==> src/rtl/inert_pkg.sv <==
// Shared types and helpers for the inertial-sensor SPI front end.
package inert_pkg;

    typedef enum logic [2:0] {
        PWR_UP,
        INIT,
        WAIT_INT,
        READ,
        DRAIN,
        FLUSH
    } state_t;

    localparam logic READ_BIT = 1'b1;

    // Sensor read command: read flag, register address, don't-care data byte.
    function automatic logic [15:0] rd_cmd(input logic [6:0] addr7);
        return {READ_BIT, addr7, 8'h00};
    endfunction

endpackage

==> src/rtl/SPI_mstr16.sv <==
// 16-bit SPI master, mode 0 (SCLK idles low), SCLK = clk/4.
// MOSI launched on SCLK fall, MISO sampled ahead of SCLK rise.
module SPI_mstr16 (
    input  logic        clk,
    input  logic        rst_n,
    input  logic        wrt,
    input  logic [15:0] cmd,
    input  logic        MISO,
    output logic        SS_n,
    output logic        SCLK,
    output logic        MOSI,
    output logic        done,
    output logic [15:0] rd_data
);

    logic        active;
    logic [1:0]  div;
    logic [3:0]  bit_cnt;
    logic [15:0] shft;
    logic        miso_s;

    // Transfer sequencing: load on wrt, shift one bit per SCLK period, done after 16 bits.
    always_ff @(posedge clk) begin
        if (!rst_n) begin
            active  <= 1'b0;
            SS_n    <= 1'b1;
            div     <= '0;
            bit_cnt <= '0;
            shft    <= '0;
            miso_s  <= 1'b0;
            done    <= 1'b0;
        end else begin
            done <= 1'b0;
            if (!active) begin
                if (wrt) begin
                    active  <= 1'b1;
                    SS_n    <= 1'b0;
                    shft    <= cmd;
                    div     <= '0;
                    bit_cnt <= '0;
                end
            end else begin
                div <= div + 2'd1;
                if (div == 2'd1)
                    miso_s <= MISO;
                if (div == 2'd3) begin
                    shft    <= {shft[14:0], miso_s};
                    bit_cnt <= bit_cnt + 4'd1;
                    if (bit_cnt == 4'd15) begin
                        active <= 1'b0;
                        SS_n   <= 1'b1;
                        done   <= 1'b1;
                    end
                end
            end
        end
    end

    assign SCLK    = active & div[1];
    assign MOSI    = shft[15];
    assign rd_data = shft;

endmodule

==> src/rtl/inert_mchan_intf.sv <==
// Multi-channel SPI inertial-sensor front end: power-up delay, init writes,
// INT-triggered pipelined burst reads, atomic sample presentation.
module inert_mchan_intf
    import inert_pkg::*;
#(
    parameter int unsigned              NUM_CH      = 2,
    parameter int unsigned              INIT_CNT    = 3,
    parameter logic [INIT_CNT*16-1:0]   INIT_CMDS   = {16'h1460, 16'h1150, 16'h1053},
    parameter logic [NUM_CH*7-1:0]      CH_ADDR     = {7'h2C, 7'h22},
    parameter int unsigned              PWR_UP_BITS = 16,
    parameter int unsigned              TO_CYC      = 2_000_000
) (
    input  logic                   clk,
    input  logic                   rst,
    input  logic                   INT,
    input  logic                   MISO,
    output logic                   SS_n,
    output logic                   SCLK,
    output logic                   MOSI,
    output logic                   init_done,
    output logic                   vld,
    output logic [NUM_CH*16-1:0]   data,
    output logic                   err_to,
    output logic [7:0]             ovr_cnt
);

    localparam int unsigned NB   = 2 * NUM_CH;
    localparam int unsigned TO_W = $clog2(TO_CYC + 1);

    state_t                   state, state_nxt;
    logic [PWR_UP_BITS-1:0]   pwr_cnt;
    logic [3:0]               init_idx;
    logic [4:0]               byte_idx;
    logic [4:0]               cap_idx;
    logic [TO_W-1:0]          to_cnt;
    logic                     int_meta, INT_s, INT_s_d, int_rise;
    logic [NUM_CH*16-1:0]     shadow;

    logic                     wrt, spi_done;
    logic [15:0]              cmd, spi_rd;
    logic                     init_adv, init_fin, burst_go, byte_adv, cap, flush_done;

    // Byte b of the burst: channel b>>1, low byte at CH_ADDR, high byte at CH_ADDR+1.
    function automatic logic [15:0] byte_cmd(input logic [4:0] b);
        int unsigned ch;
        ch = int'(b >> 1);
        return rd_cmd(CH_ADDR[7*ch +: 7] + {6'd0, b[0]});
    endfunction

    SPI_mstr16 u_spi (
        .clk     (clk),
        .rst_n   (~rst),
        .wrt     (wrt),
        .cmd     (cmd),
        .MISO    (MISO),
        .SS_n    (SS_n),
        .SCLK    (SCLK),
        .MOSI    (MOSI),
        .done    (spi_done),
        .rd_data (spi_rd)
    );

    assign int_rise = INT_s & ~INT_s_d;
    assign cap_idx  = byte_idx - 5'd1;

    // INT synchroniser plus one delayed copy for rising-edge detection.
    always_ff @(posedge clk) begin
        if (rst) begin
            int_meta <= 1'b0;
            INT_s    <= 1'b0;
            INT_s_d  <= 1'b0;
        end else begin
            int_meta <= INT;
            INT_s    <= int_meta;
            INT_s_d  <= INT_s;
        end
    end

    // FSM state register.
    always_ff @(posedge clk) begin
        if (rst) state <= PWR_UP;
        else     state <= state_nxt;
    end

    // Next state and SPI command issue. Replies run one transfer behind the
    // command that requested them, so capture lags issue by one byte and two
    // trailing transfers (last byte, dummy) drain the pipeline.
    always_comb begin
        state_nxt  = state;
        wrt        = 1'b0;
        cmd        = '0;
        init_adv   = 1'b0;
        init_fin   = 1'b0;
        burst_go   = 1'b0;
        byte_adv   = 1'b0;
        cap        = 1'b0;
        flush_done = 1'b0;
        case (state)
            PWR_UP: if (&pwr_cnt) begin
                wrt       = 1'b1;
                cmd       = INIT_CMDS[15:0];
                state_nxt = INIT;
            end
            INIT: if (spi_done) begin
                if (init_idx < 4'(INIT_CNT - 1)) begin
                    wrt      = 1'b1;
                    cmd      = INIT_CMDS[16*(int'(init_idx) + 1) +: 16];
                    init_adv = 1'b1;
                end else begin
                    init_fin  = 1'b1;
                    state_nxt = WAIT_INT;
                end
            end
            WAIT_INT: if (INT_s) begin
                wrt       = 1'b1;
                cmd       = byte_cmd(5'd0);
                burst_go  = 1'b1;
                state_nxt = READ;
            end
            READ: if (spi_done) begin
                cap      = (byte_idx != 5'd0);
                wrt      = 1'b1;
                cmd      = byte_cmd(byte_idx + 5'd1);
                byte_adv = 1'b1;
                if (byte_idx + 5'd1 == 5'(NB - 1))
                    state_nxt = DRAIN;
            end
            DRAIN: if (spi_done) begin
                cap       = 1'b1;
                wrt       = 1'b1;
                cmd       = byte_cmd(5'd0);
                byte_adv  = 1'b1;
                state_nxt = FLUSH;
            end
            FLUSH: if (spi_done) begin
                flush_done = 1'b1;
                state_nxt  = WAIT_INT;
            end
            default: state_nxt = PWR_UP;
        endcase
    end

    // Power-up, init-index, burst-byte and INT-timeout counters.
    always_ff @(posedge clk) begin
        if (rst) begin
            pwr_cnt   <= '0;
            init_idx  <= '0;
            byte_idx  <= '0;
            to_cnt    <= '0;
            init_done <= 1'b0;
            err_to    <= 1'b0;
        end else begin
            if (state == PWR_UP)
                pwr_cnt <= pwr_cnt + PWR_UP_BITS'(1);
            if (init_adv)
                init_idx <= init_idx + 4'd1;
            if (init_fin)
                init_done <= 1'b1;
            if (burst_go)
                byte_idx <= '0;
            else if (byte_adv)
                byte_idx <= byte_idx + 5'd1;
            if (state == WAIT_INT) begin
                if (to_cnt == TO_W'(TO_CYC - 1))
                    err_to <= 1'b1;
                if (INT_s)
                    to_cnt <= '0;
                else if (to_cnt != TO_W'(TO_CYC - 1))
                    to_cnt <= to_cnt + TO_W'(1);
            end
        end
    end

    // Shadow capture, atomic output update with vld, and overrun counting.
    always_ff @(posedge clk) begin
        if (rst) begin
            shadow  <= '0;
            data    <= '0;
            vld     <= 1'b0;
            ovr_cnt <= '0;
        end else begin
            vld <= flush_done;
            if (cap)
                shadow[8*int'(cap_idx) +: 8] <= spi_rd[7:0];
            if (flush_done)
                data <= {spi_rd[7:0], shadow[NUM_CH*16-9:0]};
            if (int_rise && (state inside {READ, DRAIN, FLUSH}) && ovr_cnt != 8'hFF)
                ovr_cnt <= ovr_cnt + 8'd1;
        end
    end

endmodule
==> config.mk <==
export PLATFORM = sky130hd
export DESIGN_NAME = inert_mchan_intf
export DESIGN_NICKNAME = d
export VERILOG_FILES = /design/src/rtl/inert_pkg.sv /design/src/rtl/SPI_mstr16.sv /design/src/rtl/inert_mchan_intf.sv
export SDC_FILE = /design/constraint.sdc
export NUM_CORES = 1
export LEC_CHECK = 0
export CORE_ASPECT_RATIO = 0.8
export CORE_MARGIN = 1.5
export CORE_UTILIZATION = 25
export DETAILED_ROUTE_END_ITERATION = 12
export PLACE_DENSITY = 0.46
export SYNTH_ARGS = -nofsm -noshare
export SYNTH_HDL_FRONTEND = slang
export SYNTH_SLANG_ARGS = --single-unit
==> constraint.sdc <==
create_clock -name clk -period 5.7 [get_ports clk]
set_clock_uncertainty 0.1 [all_clocks]
set_input_delay 1.14 -clock clk [delete_from_list [all_inputs] [get_ports clk]]
set_output_delay 1.14 -clock clk [all_outputs]
set_load 0.05 [all_outputs]
Word-level counts from Yosys, hierarchy flattened
Cells that the tools add are included.
W data, S select, Z words.
- bitwise logic cells: 5
- $lt $le $gt $ge: 1
- multiply operators: 1
- muxes and demuxes: 51
- eq/ne operators: 22
- reductions and logical operators: 17
- div/mod/pow operators: 0
- shift operators: 4
- $add $sub $neg: 11
- operators by type and width (operator ; number):
    $mux W16 ; 8
    $pmux W16 S5 ; 1
    $shiftx A48 B10 Y16 const A ; 1
    $mux W21 ; 2
    $neg A8 Y33 ; 1
    $shift A8 B33 Y32 const A ; 1
    $shiftx A8 B33 Y32 ; 1
    $bwmux W32 ; 1
    $mux W3 ; 8
    $mux W1 ; 22
    $add A21 B1 Y21 const B ; 1
    $eq A21 B21 Y1 const B ; 1
    $ne A21 B21 Y1 const B ; 1
    $pmux W3 S6 ; 1
    $add A16 B1 Y16 const B ; 1
    $reduce_and A16 Y1 ; 1
    $shiftx A14 B8 Y7 const A ; 1
    $mux W13 ; 1
    $mux W4 ; 3
    $ne A2 B2 Y1 const B ; 6
    $add A4 B1 Y4 const B ; 2
    $add A8 B1 Y8 const B ; 1
    $ne A2 B1 Y1 const B ; 4
    $ne A8 B8 Y1 const B ; 1
    other kinds (29) ; 41
- memory bits (writable): 0
- memories: 0
- bits in registers: 153
- logic and storage cells: 133
- ROM bits: 0
- input port bits: 4
- latch bits: 0

Logic depth before layout (Yosys ltp)
Gate-level depths: netlist of the first run.
- depth in word-level cells: 8
- depth in mapped cells: 13

Cells and area by module
From an unflattened synthesis of the first run, not the netlist that was laid out.
- cells, all modules: 770
- area, all modules: 6692.7 um^2
- modules (own cells, without submodules) (module ; area an instance (um^2) ; cells each ; sequential area each (um^2) ; times used):
    inert_mchan_intf ; 5400.2 ; 644 ; 2382.3 ; 1
    SPI_mstr16 ; 1292.5 ; 126 ; 520.5 ; 1

Worst setup path after synthesis of the first run
Ideal clock, no wire load.
- kind: register to register
- from: reg byte_idx[0]
- to: reg shadow[0]
- arrival: 2.652 ns
- buffers on the path: 3
- data required time: 5.476 ns
- period minus slack after synthesis: 2.876 ns
- slack: 2.824 ns
- cell stages (with the launch flop): 14
- path through: dfxtp_1 -> clkbuf_1 -> inv_1 -> ha_1 -> clkbuf_2 -> nor2_1 -> nand2_1 -> o21ai_0 -> ha_1 -> nor4b_1 -> nand4_1 -> or3b_1 -> buf_2 -> mux2i_1
- longest elaborated chain between the ends: 4
- elaborated cells on any way between the ends: 8
- those cells by class: add/sub: 2; shift: 2; mux: 3; reduce/logical: 1
- RTL lines (what ; line ; text):
    from (decl) ; inert_mchan_intf.sv:33 ; logic [4:0] byte_idx;
    from (signal assigned) ; inert_mchan_intf.sv:162 ; byte_idx <= byte_idx + 5'd1;
    $sub A5 B1 Y5 (*) ; inert_mchan_intf.sv:64 ; assign cap_idx = byte_idx - 5'd1;
    named net cap_idx[0] ; inert_mchan_intf.sv:34 ; logic [4:0] cap_idx;
    $neg A8 Y33 (*) ; inert_mchan_intf.sv:184 ; shadow[8*int'(cap_idx) +: 8] <= spi_rd[7:0];
    $shiftx A8 B33 Y32 or $shift A8 B33 Y32 (tied branches) ; inert_mchan_intf.sv:184 ;
    $bwmux W32 (*) ; inert_mchan_intf.sv:184 ;
    to (signal, indexed assignment) ; inert_mchan_intf.sv:184 ;
    to (decl) ; inert_mchan_intf.sv:37 ; logic [NUM_CH*16-1:0] shadow;
Mark *: on every way through the listed nets, which the timed path passes. The rest lies on a longest branch.
A chain may end at the register's enable or synchronous reset.

Worst setup path after layout of the first run
- from: reg u_spi.active
- to: out SCLK
- longest elaborated chain between the ends: 1
- RTL lines (what ; line ; text):
    from (decl) ; SPI_mstr16.sv:16 ; logic active;
    from (signal assigned) ; SPI_mstr16.sv:25 ; active <= 1'b0;
    from (signal assigned) ; SPI_mstr16.sv:36 ; active <= 1'b1;
    from (signal assigned) ; SPI_mstr16.sv:50 ; active <= 1'b0;
    $and A1 B1 Y1 ; SPI_mstr16.sv:59 ; assign SCLK = active & div[1];
    to (decl) ; inert_mchan_intf.sv:18 ; output logic SCLK,
Every way passes these cells.

==> impl_metrics.yaml, run 1 <==
critical_path:
  cp-end-kind: "primary output"
  regToRegSetupSlack_ps: 2500
  crit_family: "buffers and inverters"
  cp_max_fo: 21
  r2r_end: "shadow[5]"
  rr_worst_depth: 10
  critPathBufInv: 2
  slowest_stage: "clkdlybuf4s50_1"
  path_cells: "clkinv_1 -> nor2_1 -> clkdlybuf4s50_1"
  cp-startpoint: "u_spi.active"
  critPathKind: "reg -> out"
  cp-endpoint: "SCLK"
  crit_arrival_ps: 2670
  critPathMaxStageDelay_ps: 820
  cp.depth: 3
  worst_setup_path_start_kind: "flip-flop"
  rr_startpoint: "byte_idx[0]"
  crit_required_ps: 4460
synth:
  synth_fp_nets: 806
  synth_top_cell_by_area: "dfxtp_1"
  syn-cell-area_um2: 6580
  seq_area_frac_synth_pct: 44.1
  synthCells: 790
  synth.avg_cell_area_um2: 8.33
  async_flop_share_pct: 0
  synth_top_cell_area_share_pct: 44.1
  ys.warnings.count: 0
  ys.flop_type: "dfxtp_1"
  ys_types: 71
  synth_seq_cells: 145
  synth-edff-count: 0
  synthTopCellsByArea: "dfxtp_1, nand2_1, a21oi_1"
layout:
  nets: 830
  syn2layout_area_growth_pct: 19.9
  n_antenna_cell: 0
  layout-drive-gt1-share_pct: 6.65
  fin_cells: 1178
  fin_util_pct: 30.9
place:
  place_ws_ps: 2250
  portBuffers: 49
  dpl.hpwl_um: 10800
  place_inst: 1146
  place.gp.congestion: 0.793
clock_tree:
  postCtsSetupRepairBufs: 0
  cts.path.max_buffers: 2
  cts_hold_buffers: 0
  ctsResizeCount: 0
  root_buffer: "clkbuf_16"
  cts_buffers: 17
  cts_tree: "yes"
  cts.sinks: 145
  clock_latency_ps: 420
  h-tree-depth: 4
  clkTransAtPathRegs_ps: 70
sta:
  min_period_ps: 3910
  relSlewSlack_pct: 40.8
  fin_crit_sh_pct: 68.7
  setup_viol: 0
  fmax_mhz: 255
  hold_violations: 0
  rsz0062_at_grt: "false"
  tns_ps: 0
  tightest_slew_ps: 883
  worst_slack_ps: 1790
  final-max-slew-violation-count: 0
pwr:
  power.density_nw_per_um2: 269
  p_leak_uw: 0.00254
  swShare_pct: 24.7
  peakVddDrop_mv: 0.245
  pwr-share-seq_pct: 48.4
  p_comb_share_pct: 1.8
  p_sw_uw: 525
  clockPowerShare_pct: 49.8
  p_int_uw: 1600
grt:
  grt_overflow: 0
  grt_max_degree: 63
  grt_first_pass_wirelength_um: 26800
  antenna_found_initial: 0
  grt.total_usage_pct: 12.3
  grt_pass1_vias: 5120
flow_run:
  cap_violations: 0
floorplan:
  num_rows: 52
  core_um2: 25600
  dieHeight_um: 148
  die_area_um2: 27300
  die_w_um: 184
  start_util_pct: 25.7
  io_pins: 50
route:
  viasPerCell: 4.61
  ant_nets: 0
  dr_total_vias: 5434
  drt_pre_antenna_iters: 5
  drc: 0
  drtIter0Drc: 345
  wl_per_cell_um: 13.7
  wirelength_um: 16100
min_path:
  min_path_type: "reg -> reg"
outcome:
  outcome: "completed"
worst register-to-register path: stages (launching register included):
cell and delay [ps]:
dfxtp_1 630, inv_1 170, ha_1 330, nor2_1 110, nand2_1 50, o21ai_0 220
ha_1 290, nor4b_1 260, nand4_1 120, or3b_1 600, mux2i_1 200
worst min-delay path by stage:
stage	to	slack, ps	cells past startpoint	from
2_1_floorplan	INT_s	310	1	int_meta
3_3_place_gp	INT_s	320	1	int_meta
3_5_place_dp	INT_s	330	1	int_meta
4_1_cts	INT_s	340	1	int_meta
5_1_grt	INT_s	360	1	int_meta
6_report	INT_s	350	1	int_meta
cell type report:
class | instances | area (µm²)
fillers | 2741 | 17700
well taps | 351 | 439
clock buffers | 17 | 425
repair buffers | 53 | 518
inverters | 20 | 75.1
clock inverters | 15 | 123
multi-input cells | 577 | 3410
flip-flops and latches | 145 | 2900
power by group through the flow:
stage / logic (µW) / clock network [µW] / registers (µW)
4_1_cts: 39.9 / 1100 / 1030
3_5_place_dp: 39.0 / 0 / 1050
2_1_floorplan: 32.8 / 0 / 1040
5_1_grt: 43.9 / 1140 / 1030
3_3_place_gp: 39.1 / 0 / 1050
6_report: 38.6 / 1060 / 1030
state kept, by name, indices dropped and copies added (netlist names), 2 cells and up:
signal,flops
byte_idx,5
data,32
init_idx,4
ovr_cnt,8
pwr_cnt,16
shadow,24
state,3
to_cnt,21
u_spi.bit_cnt,4
u_spi.div,2
u_spi.rd_data,16
Yosys cell counts (3+ instances only):
cell type / number
o21a_1: 5
or3_1: 11
or4_1: 14
mux2i_1: 12
o22ai_1: 4
nand3b_1: 4
o21ai_0: 27
and2_1: 6
o211ai_1: 3
a31o_2: 5
ha_1: 12
nand4_1: 22
a31oi_1: 3
clkbuf_1: 38
buf_2: 5
a21oi_1: 74
nor2b_1: 7
or2_2: 3
nand4b_1: 3
nand3_1: 17
and4_1: 4
xnor2_1: 25
and3_1: 9
o31ai_1: 7
nor4b_1: 7
a311oi_1: 5
nand2_1: 138
dfxtp_1: 145
nor2_1: 64
nand2b_1: 4
inv_1: 18
nor4_1: 5
nor3_1: 21
and3b_1: 3
xor2_1: 12
cell usage in the layout, fill, tap and decap left out, types with 9 or more instances in the layout:
master and count:
dfxtp_1 145, nand2_1 138, a21oi_1 74, nor2_1 63, clkdlybuf4s50_1 48, o21ai_0 27, xnor2_1 25, nand4_1 22
nor3_1 21, inv_1 18, nand3_1 17, clkbuf_16 17, or4_1 14, xor2_1 12, mux2i_1 12, ha_1 12
or3_1 11, and3_1 9, inv_6 9
through the flow:
stage | hold WS [ps] | area, µm² | power [µW]
floorplan | 314 | 6580 | 1080
global placement | 320 | 7340 | 1090
detailed placement | 326 | 7340 | 1090
CTS | 342 | 7890 | 2160
global route | 365 | 7890 | 2210
finish | 346 | 7890 | 2120
routing by layer:
metal	share of wire, %	GRT usage, %	wire length, µm	up-vias
li1	-	-	-	2845
met1	55	18.5	8810	2512
met2	41	17.3	6670	75
met3	3.7	3.11	590	2
met4	0.36	2.83	58	0
met5	0	0	0	-
cells by family (layout without fill, tap and decap cells):
family / Yosys count / after routing / synth area share (%)
buf+inv: 68 / 105 / 4.16
compound gates: 158 / 158 / 15.1
mux: 12 / 12 / 1.83
fa+ha+maj: 12 / 12 / 2.28
simple gates: 357 / 357 / 27.2
flops: 145 / 145 / 44.1
xor+xnor: 38 / 38 / 5.29
No activity file was read; power rests on OpenSTA's default activity.
==> run 2: changes to the inputs <==
==> constraint.sdc (replaced) <==
create_clock -name clk -period 4 [get_ports clk]
set_clock_uncertainty 0.1 [all_clocks]
set_input_delay 0.8 -clock clk [delete_from_list [all_inputs] [get_ports clk]]
set_output_delay 0.8 -clock clk [all_outputs]
set_load 0.05 [all_outputs]
==> run 2 against run 1 <==
Compared with the run above: global-route usage increased by 0.16 points; utilization increased by 0.20 points; non-clock buffer count increased by 2; largest power group unchanged; hold slack improved by 5.7 ps; register-to-register slack got worse by 1700 ps; highest routed layer unchanged; total power increased by 46%.
==> impl_metrics.yaml, run 2 (synthesized netlist as in run 1, its figures left out) <==
clock_tree:
  clock_latency_ps: 420
  h-tree-depth: 4
  root_buffer: "clkbuf_16"
  cts.sinks: 145
  cts_hold_buffers: 0
  postCtsSetupRepairBufs: 0
  ctsResizeCount: 0
  clkTransAtPathRegs_ps: 60
  cts_tree: "yes"
  cts.path.max_buffers: 2
  cts_buffers: 17
critical_path:
  slowest_stage: "clkdlybuf4s50_1"
  critPathMaxStageDelay_ps: 820
  critPathKind: "reg -> out"
  crit_arrival_ps: 2290
  path_cells: "buf_4 -> clkinv_1 -> nor2_1 -> clkdlybuf4s50_1"
  crit_family: "buffers and inverters"
  critPathBufInv: 3
  worst_setup_path_start_kind: "flip-flop"
  cp_max_fo: 21
  crit_required_ps: 3100
  cp-end-kind: "primary output"
layout:
  n_antenna_cell: 0
  layout_common_cells: "dfxtp_1, nand2_1, a21oi_1"
  syn2layout_area_growth_pct: 20.7
  final_common_cell: "dfxtp_1"
  layout-drive-gt1-share_pct: 6.51
  nets: 832
  top_regs: "data x32, shadow x24, to_cnt x21"
  finalInstanceArea_um2: 7940
  largest-register: "data"
  largest_reg_flops: 32
place:
  dpl.hpwl_um: 10700
  portBuffers: 49
  place_ws_ps: 825
  place_area_um2: 7360
  place.gp.congestion: 0.764
sta:
  final-max-slew-violation-count: 0
  relSlewSlack_pct: 38.8
  worst_slack_ps: 806
  tns_ps: 0
  fin_crit_sh_pct: 79.9
  min_period_ps: 3190
  holdWs_ps: 352
  setup_viol: 0
  fmax_mhz: 313
  tightest_slew_ps: 914
  rsz0062_at_grt: "false"
  hold_violations: 0
route:
  wirelength_um: 16300
  ant_nets: 0
  drt_pre_antenna_iters: 4
  drc: 0
  drtIter0Drc: 290
  wl_per_cell_um: 13.8
  dr_total_vias: 5514
  viasPerCell: 4.67
min_path:
  min_path_type: "reg -> reg"
flow_run:
  cap_violations: 0
pwr:
  p_leak_uw: 0.00257
  p_sw_uw: 693
  pwr-share-seq_pct: 47.2
  p_int_uw: 2410
  swShare_pct: 22.4
  power.density_nw_per_um2: 391
  peakVddDrop_mv: 0.259
  p_comb_share_pct: 1.8
  clockPowerShare_pct: 51.0
  total_power_uw: 3100
floorplan:
  start_util_pct: 25.7
  core_um2: 25600
  dieHeight_um: 148
  num_rows: 52
  die_w_um: 184
  io_pins: 50
  die_area_um2: 27300
grt:
  grt_overflow: 0
  grt_max_degree: 58
  grt_first_pass_wirelength_um: 26700
  grt_pass1_vias: 5043
  grt.total_usage_pct: 12.4
  antenna_found_initial: 0
outcome:
  outcome: "completed"
-- run 2: changes by cell type in the layout (fill, tap and decap cells not counted) --
| cell | previous run | this run |
|---|---|---|
| bufinv_16 | 0 | 2 |
| inv_6 | 9 | 1 |
| clkinv_4 | 1 | 5 |
| clkinvlp_4 | 4 | 2 |
| clkbuf_1 | 0 | 3 |
| buf_4 | 5 | 7 |
| clkbuf_8 | 0 | 1 |
-- run 2: layout make-up --
type	instances	area [µm²]
well taps	351	439
clock inverters	11	133
inverters	20	75.1
clock buffers	21	450
flip-flops and latches	145	2900
fillers	2728	17600
repair buffers	55	533
multi-input cells	577	3410
-- run 2: final timing paths --
check | startpoint | endpoint | depth (start not counted) | slack, ps
max | u_spi.active | SCLK | 4 | 810
min | shadow[9] | data[9] | 2 | 350
max reg2reg | byte_idx[0] | shadow[22] | 9 | 830
min reg2reg | shadow[9] | data[9] | 2 | 350
-- run 2: power groups by stage --
stage	logic [µW]	clock network, µW	registers [µW]
2_1_floorplan	46.8	0	1490
3_3_place_gp	56.3	0	1500
3_5_place_dp	55.6	0	1500
4_1_cts	56.2	1630	1460
5_1_grt	62.4	1710	1470
6_report	55.2	1580	1460
-- run 2: metrics by stage --
step / cells / util (%)
final: 1180 / 31.0
after global routing: 1180 / 31.0
after CTS: 1180 / 31.0
after detailed placement: 1148 / 28.8
after global placement: 1148 / 28.8
after floorplan: 790 / -
-- run 2: worst min-delay path: stages, from the launching register on --
cell	delay [ps]
dfxtp_1	310
nand2_1	50
a21oi_1	50
-- run 2: routing by layer --
| layer | vias to the layer above | share of wire [%] | global-route usage [%] |
|---|---|---|---|
| met2 | 66 | 41 | 17.1 |
| met1 | 2604 | 55 | 18.5 |
| met5 | - | 0 | 0 |
| li1 | 2834 | - | - |
| met4 | 0 | 1.1 | 4.18 |
| met3 | 10 | 2.9 | 3.18 |
==> run 3: changes to the inputs <==
--- a/config.mk
+++ b/config.mk
@@ -9,7 +9,7 @@
 export CORE_MARGIN = 1.5
 export CORE_UTILIZATION = 25
 export DETAILED_ROUTE_END_ITERATION = 12
-export PLACE_DENSITY = 0.46
+export PLACE_DENSITY = 0.47
 export SYNTH_ARGS = -nofsm -noshare
 export SYNTH_HDL_FRONTEND = slang
 export SYNTH_SLANG_ARGS = --single-unit
==> constraint.sdc (replaced) <==
create_clock -name clk -period 2.6 [get_ports clk]
set_clock_uncertainty 0.1 [all_clocks]
set_input_delay 0.52 -clock clk [delete_from_list [all_inputs] [get_ports clk]]
set_output_delay 0.52 -clock clk [all_outputs]
set_load 0.05 [all_outputs]
==> run 3 against run 2 <==
Compared with the run above: die area unchanged; sequential power rose by 54%; global-route usage is 0.31 points higher; largest power group unchanged; critical path type is now reg -> reg.
==> impl_metrics.yaml, run 3 (synthesized netlist as in run 1, its figures left out) <==
outcome:
  outcome: "completed"
clock_tree:
  cts_tree: "yes"
  clock_latency_ps: 430
  cts_buffers: 17
  clkTransAtPathRegs_ps: 70
  h-tree-depth: 4
  cts_hold_buffers: 0
  cts.path.max_buffers: 2
  root_buffer: "clkbuf_16"
  cts.sinks: 145
min_path:
  min_path_type: "in -> reg"
pwr:
  p_leak_uw: 0.00275
  power.density_nw_per_um2: 574
  peakVddDrop_mv: 0.460
  total_power_uw: 4730
sta:
  hold_violations: 0
  setup_viol: 0
  worst_slack_ps: 159
  fmax_mhz: 410
  fin_crit_sh_pct: 93.9
  rsz0062_at_grt: "false"
  relSlewSlack_pct: 48.1
  tns_ps: 0
  tightest_slew_ps: 779
  min_period_ps: 2440
  final-max-slew-violation-count: 0
layout:
  largest-register: "data"
  fill_cells: 2679
  syn2layout_area_growth_pct: 25.1
  fin_cells: 1211
  multi_input_comb_area_um2: 3450
  area.sequential_um2: 2900
  layout-drive-gt1-share_pct: 11.0
  n_antenna_cell: 0
  top_regs: "data x32, shadow x24, to_cnt x21"
  final_common_cell: "dfxtp_1"
  layout_common_cells: "dfxtp_1, nand2_1, a21oi_1"
  largest_reg_flops: 32
  fin_util_pct: 32.2
  nets: 863
critical_path:
  crit_arrival_ps: 2650
  cp-end-kind: "flip-flop"
  crit_required_ps: 2800
  worst_setup_path_start_kind: "flip-flop"
  cp_max_fo: 8
  critPathKind: "reg -> reg"
route:
  dr_total_vias: 5623
  drc: 0
  drtIter0Drc: 309
  wl_per_cell_um: 13.8
  wirelength_um: 16700
  drt_pre_antenna_iters: 5
  viasPerCell: 4.64
  ant_nets: 0
floorplan:
  dieHeight_um: 148
  die_w_um: 184
  core_um2: 25600
  die_area_um2: 27300
  io_pins: 50
  num_rows: 52
  start_util_pct: 25.7
place:
  place_ws_ps: 56.2
  place.gp.congestion: 0.742
  place_inst: 1178
  portBuffers: 49
  dpl.hpwl_um: 11300
grt:
  grt.total_usage_pct: 12.7
  grt_max_degree: 56
  grt_first_pass_wirelength_um: 27500
  grt_overflow: 0
  grt_pass1_vias: 5192
  antenna_found_initial: 0
flow_run:
  cap_violations: 0
==> run 3: cell count changes in the layout (fill, tap and decap cells not counted), sizes merged <==
cell | before | now
buf | 7 | 39
clkinv | 8 | 5
clkbuf | 21 | 19
inv | 19 | 24
clkinvlp | 2 | 3
clkdlybuf4s50 | 48 | 47
bufinv | 2 | 1
==> run 3: timing repair <==
item	CTS	global route
buffers inserted	0	1
resized for setup	0	7
endpoints found under the setup margin	0	16
hold endpoints to repair	0	0
==> run 3: report_power, final <==
| group | switching [µW] | total (µW) | internal (µW) |
|---|---|---|---|
| logic | 66.0 | 97.8 | 31.9 |
| clock network | 1020 | 2380 | 1360 |
| registers | 14.6 | 2250 | 2230 |
| total | 1100 | 4720 | 3620 |
==> run 3: layout make-up <==
class                           instances  share of cell area (%)
Clock buffer                           19                    5.38
Clock inverter                         13                    1.51
Inverter                               20                   0.912
Multi-Input combinational cell        577                    41.9
Sequential cell                       145                    35.3
Tap cell                              351                    5.34
Timing Repair Buffer                   86                    9.62
==> run 3: path summary, 6_finish.rpt <==
path | start | to | slack (ps) | cells past startpoint
max reg2reg | byte_idx[1] | shadow[5] | 160 | 10
max | byte_idx[1] | shadow[5] | 160 | 10
min | rst | ovr_cnt[5] | 250 | 2
min reg2reg | shadow[18] | data[18] | 350 | 2
==> run 3: critical path: stages, from the launching register on <==
cell and delay [ps]:
dfxtp_1 310, inv_1 100, ha_4 170, nor4b_4 210, nor2_1 70, ha_1 320
nor4b_2 230, nand4_1 110, or3b_1 380, buf_4 200, mux2i_1 130
==> run 3: layer usage <==
metal,global-route usage [%],vias to the layer above,wire (µm)
met4,4.06,0,155
li1,-,2906,-
met1,19.0,2637,9180
met3,3.21,12,571
met2,17.6,68,6780
met5,0,-,0
==> run 3: stage by stage <==
| stage | hold WS (ps) | area (µm²) |
|---|---|---|
| finish | 245 | 8230 |
| global route | 239 | 8230 |
| CTS | 225 | 8190 |
| detailed placement | 341 | 7620 |
| global placement | 342 | 7620 |
| floorplan | 314 | 6620 |
==> RTL edit 1: new RTL, settings of run 1 <==
Register the output `ovr_cnt` once more; this adds one clock of latency there. The other outputs are not delayed to match.
--- a/src/rtl/inert_mchan_intf.sv
+++ b/src/rtl/inert_mchan_intf.sv
@@ -28,2 +28,4 @@
     localparam int unsigned TO_W = $clog2(TO_CYC + 1);
+
+    logic [7:0] ovr_cnt_s0;
 
@@ -179,3 +181,3 @@
             vld     <= 1'b0;
-            ovr_cnt <= '0;
+            ovr_cnt_s0 <= '0;
         end else begin
@@ -186,4 +188,4 @@
                 data <= {spi_rd[7:0], shadow[NUM_CH*16-9:0]};
-            if (int_rise && (state inside {READ, DRAIN, FLUSH}) && ovr_cnt != 8'hFF)
-                ovr_cnt <= ovr_cnt + 8'd1;
+            if (int_rise && (state inside {READ, DRAIN, FLUSH}) && ovr_cnt_s0 != 8'hFF)
+                ovr_cnt_s0 <= ovr_cnt_s0 + 8'd1;
         end
@@ -191,2 +193,6 @@
 
+    always_ff @(posedge clk) begin
+        ovr_cnt <= ovr_cnt_s0;
+    end
+
 endmodule
Check against the original RTL: no difference found for any inputs over 10 cycles, from zero or initial values and one cycle with rst high; that may be too few to reach the edited logic, so the function may still have changed.
==> RTL edit 1 against run 1 <==
  * Power increased by 6.6%
  * Sequential cell count increased by 8
  * Wire length decreased by 4.3%
  * Non-clock buffer count unchanged
  * Via count decreased by 4.2%
  * Worst setup slack improved by 300 ps
  * Design area increased by 1.6%
  * Utilization decreased by 0.26 points
  * Synthesized area increased by 0.97%
  * Highest routed layer unchanged
==> RTL edit 1: results (changes against run 1) <==
[placed_design]
place_hpwl_microns = 10400  ; -3.6%
dp.cells = 1123  ; -2.0%
pre_cts_ws_ps = 2310  ; +67.1 ps
place.gp.congestion = 0.743  ; -6.3%
placed_area_sq_um = 7410  ; +0.89%

[power]
p_leak_nw = 2.68  ; +5.2%
power.switching_uw = 520  ; -0.91%
ir_worst_vdd_uv = 182  ; -26%

[sta]
fmax_mhz = 277  ; +8.3%
holdWs_ps = 282  ; -64.3 ps
max_slew.worst_pin.slew_ps = 1110  ; +229 ps

[finish]
drive_gt1_share_pct = 5.89  ; -0.76 points
nets = 801  ; -3.5%
diodes = 0  ; unchanged
largestRegisters = data: 32 flops, shadow: 24 flops, to_cnt: 21 flops

[route]
dr.pass1.iters = 7  ; +2
drt_iter0_drc = 333  ; -3.5%
via_count = 5205  ; -4.2%
wire_per_inst_microns = 13.4  ; -2.4%
avgViaCountPerCell = 4.51  ; -2.3%

[clock_tree]
path_clk_slew_ps = 70  ; about the same
root_buffer = clkbuf_16
postCtsResizedCells = 0  ; unchanged
cts_setup_buffers = 0  ; unchanged
cts_buffer_depth = 2  ; unchanged
insertion_delay_ps = 420  ; about the same
cts.hold.buffers_added = 0  ; unchanged

[global_route]
gr-usage-met2_pct = 16.2  ; -1.0 points
grt_use_total_pct = 12.0  ; -0.31 points
met1_usage_pct = 18.0  ; -0.41 points
met3_usage_pct = 3.03  ; -0.082 points
antenna_found_initial = 0  ; unchanged
grt_pass1_wl_microns = 26100  ; -2.8%
grt_pass1_vias = 5079  ; -0.80%
grt_max_degree = 97  ; +54%

[synth]
postSynthAreaPerCell_sq_um = 8.73  ; +4.8%
synthTopCellsByArea = dfxtp_1 46%, nand2_1 6.3%, a21oi_1 5.2%
synth_nets = 777  ; -3.6%
synth_commonest_cells = 153 x dfxtp_1, 111 x nand2_1, 69 x a21oi_1, 65 x nor2_1, 34 x clkbuf_1
yosysUniqueCellTypes = 64  ; -9.9%
synth.yosys.seq_area_share_pct = 46.1  ; +2.0 points

[critical_path]
r2r-start = byte_idx[0]$_SDFFE_PP0P_
slowest_delay_ps = 820  ; about the same
crit_fanout = 18  ; -14%
reg2reg_depth = 10  ; unchanged
worstPathArrival_ps = 2370  ; -300 ps
r2r_end = shadow[16]$_SDFFE_PP0P_

[min_path]
min_path_type = flip-flop to flip-flop

[status]
status = complete, no violations

==> RTL edit 1: cell count changes after synthesis, moves of 8 or more <==
cell and change:
nand2_1 -27, nand2b_1 +24, mux2i_1 +14, o21ai_0 -11, xnor2_1 -10, or4_1 -11
xor2_1 +11, dfxtp_1 +8
==> RTL edit 1: routing by layer <==
layer	routed length, microns	share of wire [%]	vias to the layer above
li1	-	-	2713
met3	497	3.2	10
met4	164	1.1	0
met1	8650	56	2420
met2	6120	40	62
met5	0	0	-
==> RTL edit 1: how the worst min path moves through the flow <==
stage | startpoint | end | cells after the start
after floorplan | ovr_cnt_s0[6]$_SDFFE_PP0P_ | ovr_cnt[6]$_DFF_P_ | 0
after global placement | ovr_cnt_s0[6]$_SDFFE_PP0P_ | ovr_cnt[6]$_DFF_P_ | 0
after detailed placement | ovr_cnt_s0[6]$_SDFFE_PP0P_ | ovr_cnt[6]$_DFF_P_ | 0
after CTS | ovr_cnt_s0[7]$_SDFFE_PP0P_ | ovr_cnt[7]$_DFF_P_ | 0
after global routing | ovr_cnt_s0[7]$_SDFFE_PP0P_ | ovr_cnt[7]$_DFF_P_ | 0
final | ovr_cnt_s0[7]$_SDFFE_PP0P_ | ovr_cnt[7]$_DFF_P_ | 0
==> RTL edit 1: power by group through the flow <==
stage | registers [mW] | clock network, mW | logic, mW
2_1_floorplan | 1.10 | 0 | 0.0230
3_3_place_gp | 1.10 | 0 | 0.0299
3_5_place_dp | 1.10 | 0 | 0.0299
4_1_cts | 1.07 | 1.20 | 0.0301
5_1_grt | 1.07 | 1.24 | 0.0330
6_report | 1.07 | 1.16 | 0.0291
==> RTL edit 1: logic make-up (layout without fill, tap and decap cells) <==
logic type,count (synthesis),count (layout),share of synthesized area (%)
xor+xnor,39,39,5.35
flops,153,153,46.1
simple gates,330,330,25.1
buf+inv,61,98,3.88
compound gates,139,139,13.2
fa+ha+maj,12,12,2.26
mux,27,27,4.09
==> RTL edit 1: cell type report <==
class | count | area (sq um)
Inverter | 13 | 48.8
Clock inverter | 15 | 183
Timing Repair Buffer | 53 | 518
Multi-Input combinational cell | 547 | 3330
Fill cell | 2776 | 18200
Tap cell | 357 | 447
Clock buffer | 17 | 425
Sequential cell | 153 | 3060
==> RTL edit 2: new RTL, flow settings as in run 1 <==
Made on the original files. Change the parameter `PWR_UP_BITS` from 16 to 12.
--- a/src/rtl/inert_mchan_intf.sv
+++ b/src/rtl/inert_mchan_intf.sv
@@ -9,3 +9,3 @@
     parameter logic [NUM_CH*7-1:0]      CH_ADDR     = {7'h2C, 7'h22},
-    parameter int unsigned              PWR_UP_BITS = 16,
+    parameter int unsigned              PWR_UP_BITS = 12,
     parameter int unsigned              TO_CYC      = 2_000_000
Formal check against the unedited RTL: no difference found for any inputs over 10 cycles, from zero or initial values and one cycle with rst high; that may be too few to reach the edited logic, so the function may still have changed.
==> RTL edit 2 against run 1 <==
  * Worst setup slack improved by 280 ps
  * Hold slack worse by 6.8 ps
  * Synthesized cell count shrank 6.6%
  * Register-to-register slack worse by 90 ps
  * Cell count fell by 6.9%
  * Design area down 2.6%
  * Fmax grew 7.8%
  * Sequential cell count shrank 4
  * Wire length shrank 6.9%
  * First-iteration DRC count is 14% higher
  * Synthesized area is 3.4% lower
  * Highest routed layer unchanged
Power is not compared: it rests on default switching activity, and its combinational part moved more than twofold at a synthesized area within 25%.
==> RTL edit 2: results (changes against run 1) <==
[status]
status = complete, no violations

[synth]
ys_warn_count = 0  ; unchanged
async_reset_ff_share_pct = 0  ; unchanged
synthTopCellsByArea = dfxtp_1 44%, nand2_1 6.1%, a21oi_1 5.2%
yosysUniqueCellTypes = 65  ; -8.5%
synth_nets = 755  ; -6.3%
synth.yosys.seq_area_share_pct = 44.4  ; +0.28 points
synth_commonest_cells = 141 x dfxtp_1, 104 x nand2_1, 66 x a21oi_1, 63 x nor2_1, 40 x nand2b_1
ys.flop_type = dfxtp_1

[critical_path]
slowest_delay_ps = 830
crit_family = buffers and inverters
critPathSlowestCell = clkdlybuf4s50_1
reg2reg_depth = 7  ; -3
crit_path_start = u_spi.active$_SDFF_PP0_
r2r_end = shadow[9]$_SDFFE_PP0P_
crit_fanout = 19  ; -9.5%
worstPathArrival_ps = 2390  ; -280 ps
path_class = flip-flop to primary output
r2r_setup_slack_ps = 2410  ; -90 ps

[finish]
nets = 783  ; -5.7%
largestRegisters = data: 32 flops, shadow: 24 flops, to_cnt: 21 flops
diodes = 0  ; unchanged
drive_gt1_share_pct = 6.68  ; +0.025 points

[global_route]
grt_use_total_pct = 11.8  ; -0.42 points
grt_pass1_vias = 4849  ; -5.3%
grt_max_degree = 93  ; +48%
grt_pass1_wl_microns = 25500  ; -5.0%
antenna_found_initial = 0  ; unchanged

[clock_tree]
path_clk_slew_ps = 60
root_buffer = clkbuf_16
insertion_delay_ps = 420  ; about the same
cts_buffer_depth = 2  ; unchanged
cts_made_buffers = 17  ; unchanged
postCtsResizedCells = 0  ; unchanged

[min_path]
holdPathStages = 1  ; unchanged
min_path_type = flip-flop to flip-flop
hold_path.startpoint = int_meta$_SDFF_PP0_
min_to = INT_s$_SDFF_PP0_

[route]
drt_iter0_drc = 392  ; +14%
avgViaCountPerCell = 4.58  ; -0.62%
dr.pass1.iters = 5  ; unchanged
wire_per_inst_microns = 13.7  ; about the same

[placed_design]
placed_area_sq_um = 7090  ; -3.4%
place_hpwl_microns = 10000  ; -7.4%
place.gp.congestion = 0.734  ; -7.4%
io_buffers = 49  ; unchanged

[power]
ir_worst_vdd_uv = 158
power.switching_uw = 562
powerSeq_mw = 1.04
p_leak_nw = 2.63
clk-power_mw = 1.13

[floorplan]
design.die.area_sq_um = 26400  ; -3.3%

[sta]
max_slew.worst_pin.slew_ps = 912  ; +28.8 ps

## RTL edit 2: cell types whose count changed after synthesis, sizes merged, moves of 6 or more
cell	delta
or4	-9
nand3b	+8
mux2i	+15
nand2b	+36
o31ai	-6
o21ai	-7
nand2	-34
a211oi	+10
xnor2	-10
inv	-6
nor3	-8
## RTL edit 2: logic make-up (layout without fill, tap and decap cells)
group | count (synthesis) | after routing | synth area share (%)
buf+inv | 57 | 98 | 3.82
flops | 141 | 141 | 44.4
mux | 28 | 28 | 4.43
simple gates | 331 | 331 | 27.4
xor+xnor | 31 | 31 | 4.27
fa+ha+maj | 13 | 13 | 2.56
compound gates | 137 | 137 | 13.2
## RTL edit 2: layout make-up
| type | instances | area [sq um] |
|---|---|---|
| Fill cell | 2637 | 16900 |
| Multi-Input combinational cell | 540 | 3300 |
| Sequential cell | 141 | 2820 |
| Timing Repair Buffer | 54 | 526 |
| Clock buffer | 19 | 443 |
| Tap cell | 318 | 398 |
| Clock inverter | 13 | 155 |
| Inverter | 12 | 45.0 |
## RTL edit 2: layer usage
layer	wire length, microns	GRT usage, %	vias up	part of all wire [%]
li1	-	-	2636	-
met1	8350	17.5	2339	56
met2	6120	16.9	45	41
met3	399	2.90	9	2.7
met4	155	3.25	0	1.0
met5	0	0	-	0
## RTL edit 2: per-stage QoR
step / utilization (%) / hold slack, ps / setup WS [ps] / power (mW) / instances
4_1_cts: 31.2 / 345 / 2050 / 2.32 / 1097
6_report: 31.2 / 339 / 2070 / 2.29 / 1097
2_1_floorplan: - / 314 / 2800 / 1.15 / 738
5_1_grt: 31.2 / 371 / 1880 / 2.39 / 1097
3_5_place_dp: 28.8 / 325 / 2400 / 1.18 / 1065
3_3_place_gp: 28.8 / 325 / 2460 / 1.18 / 1065
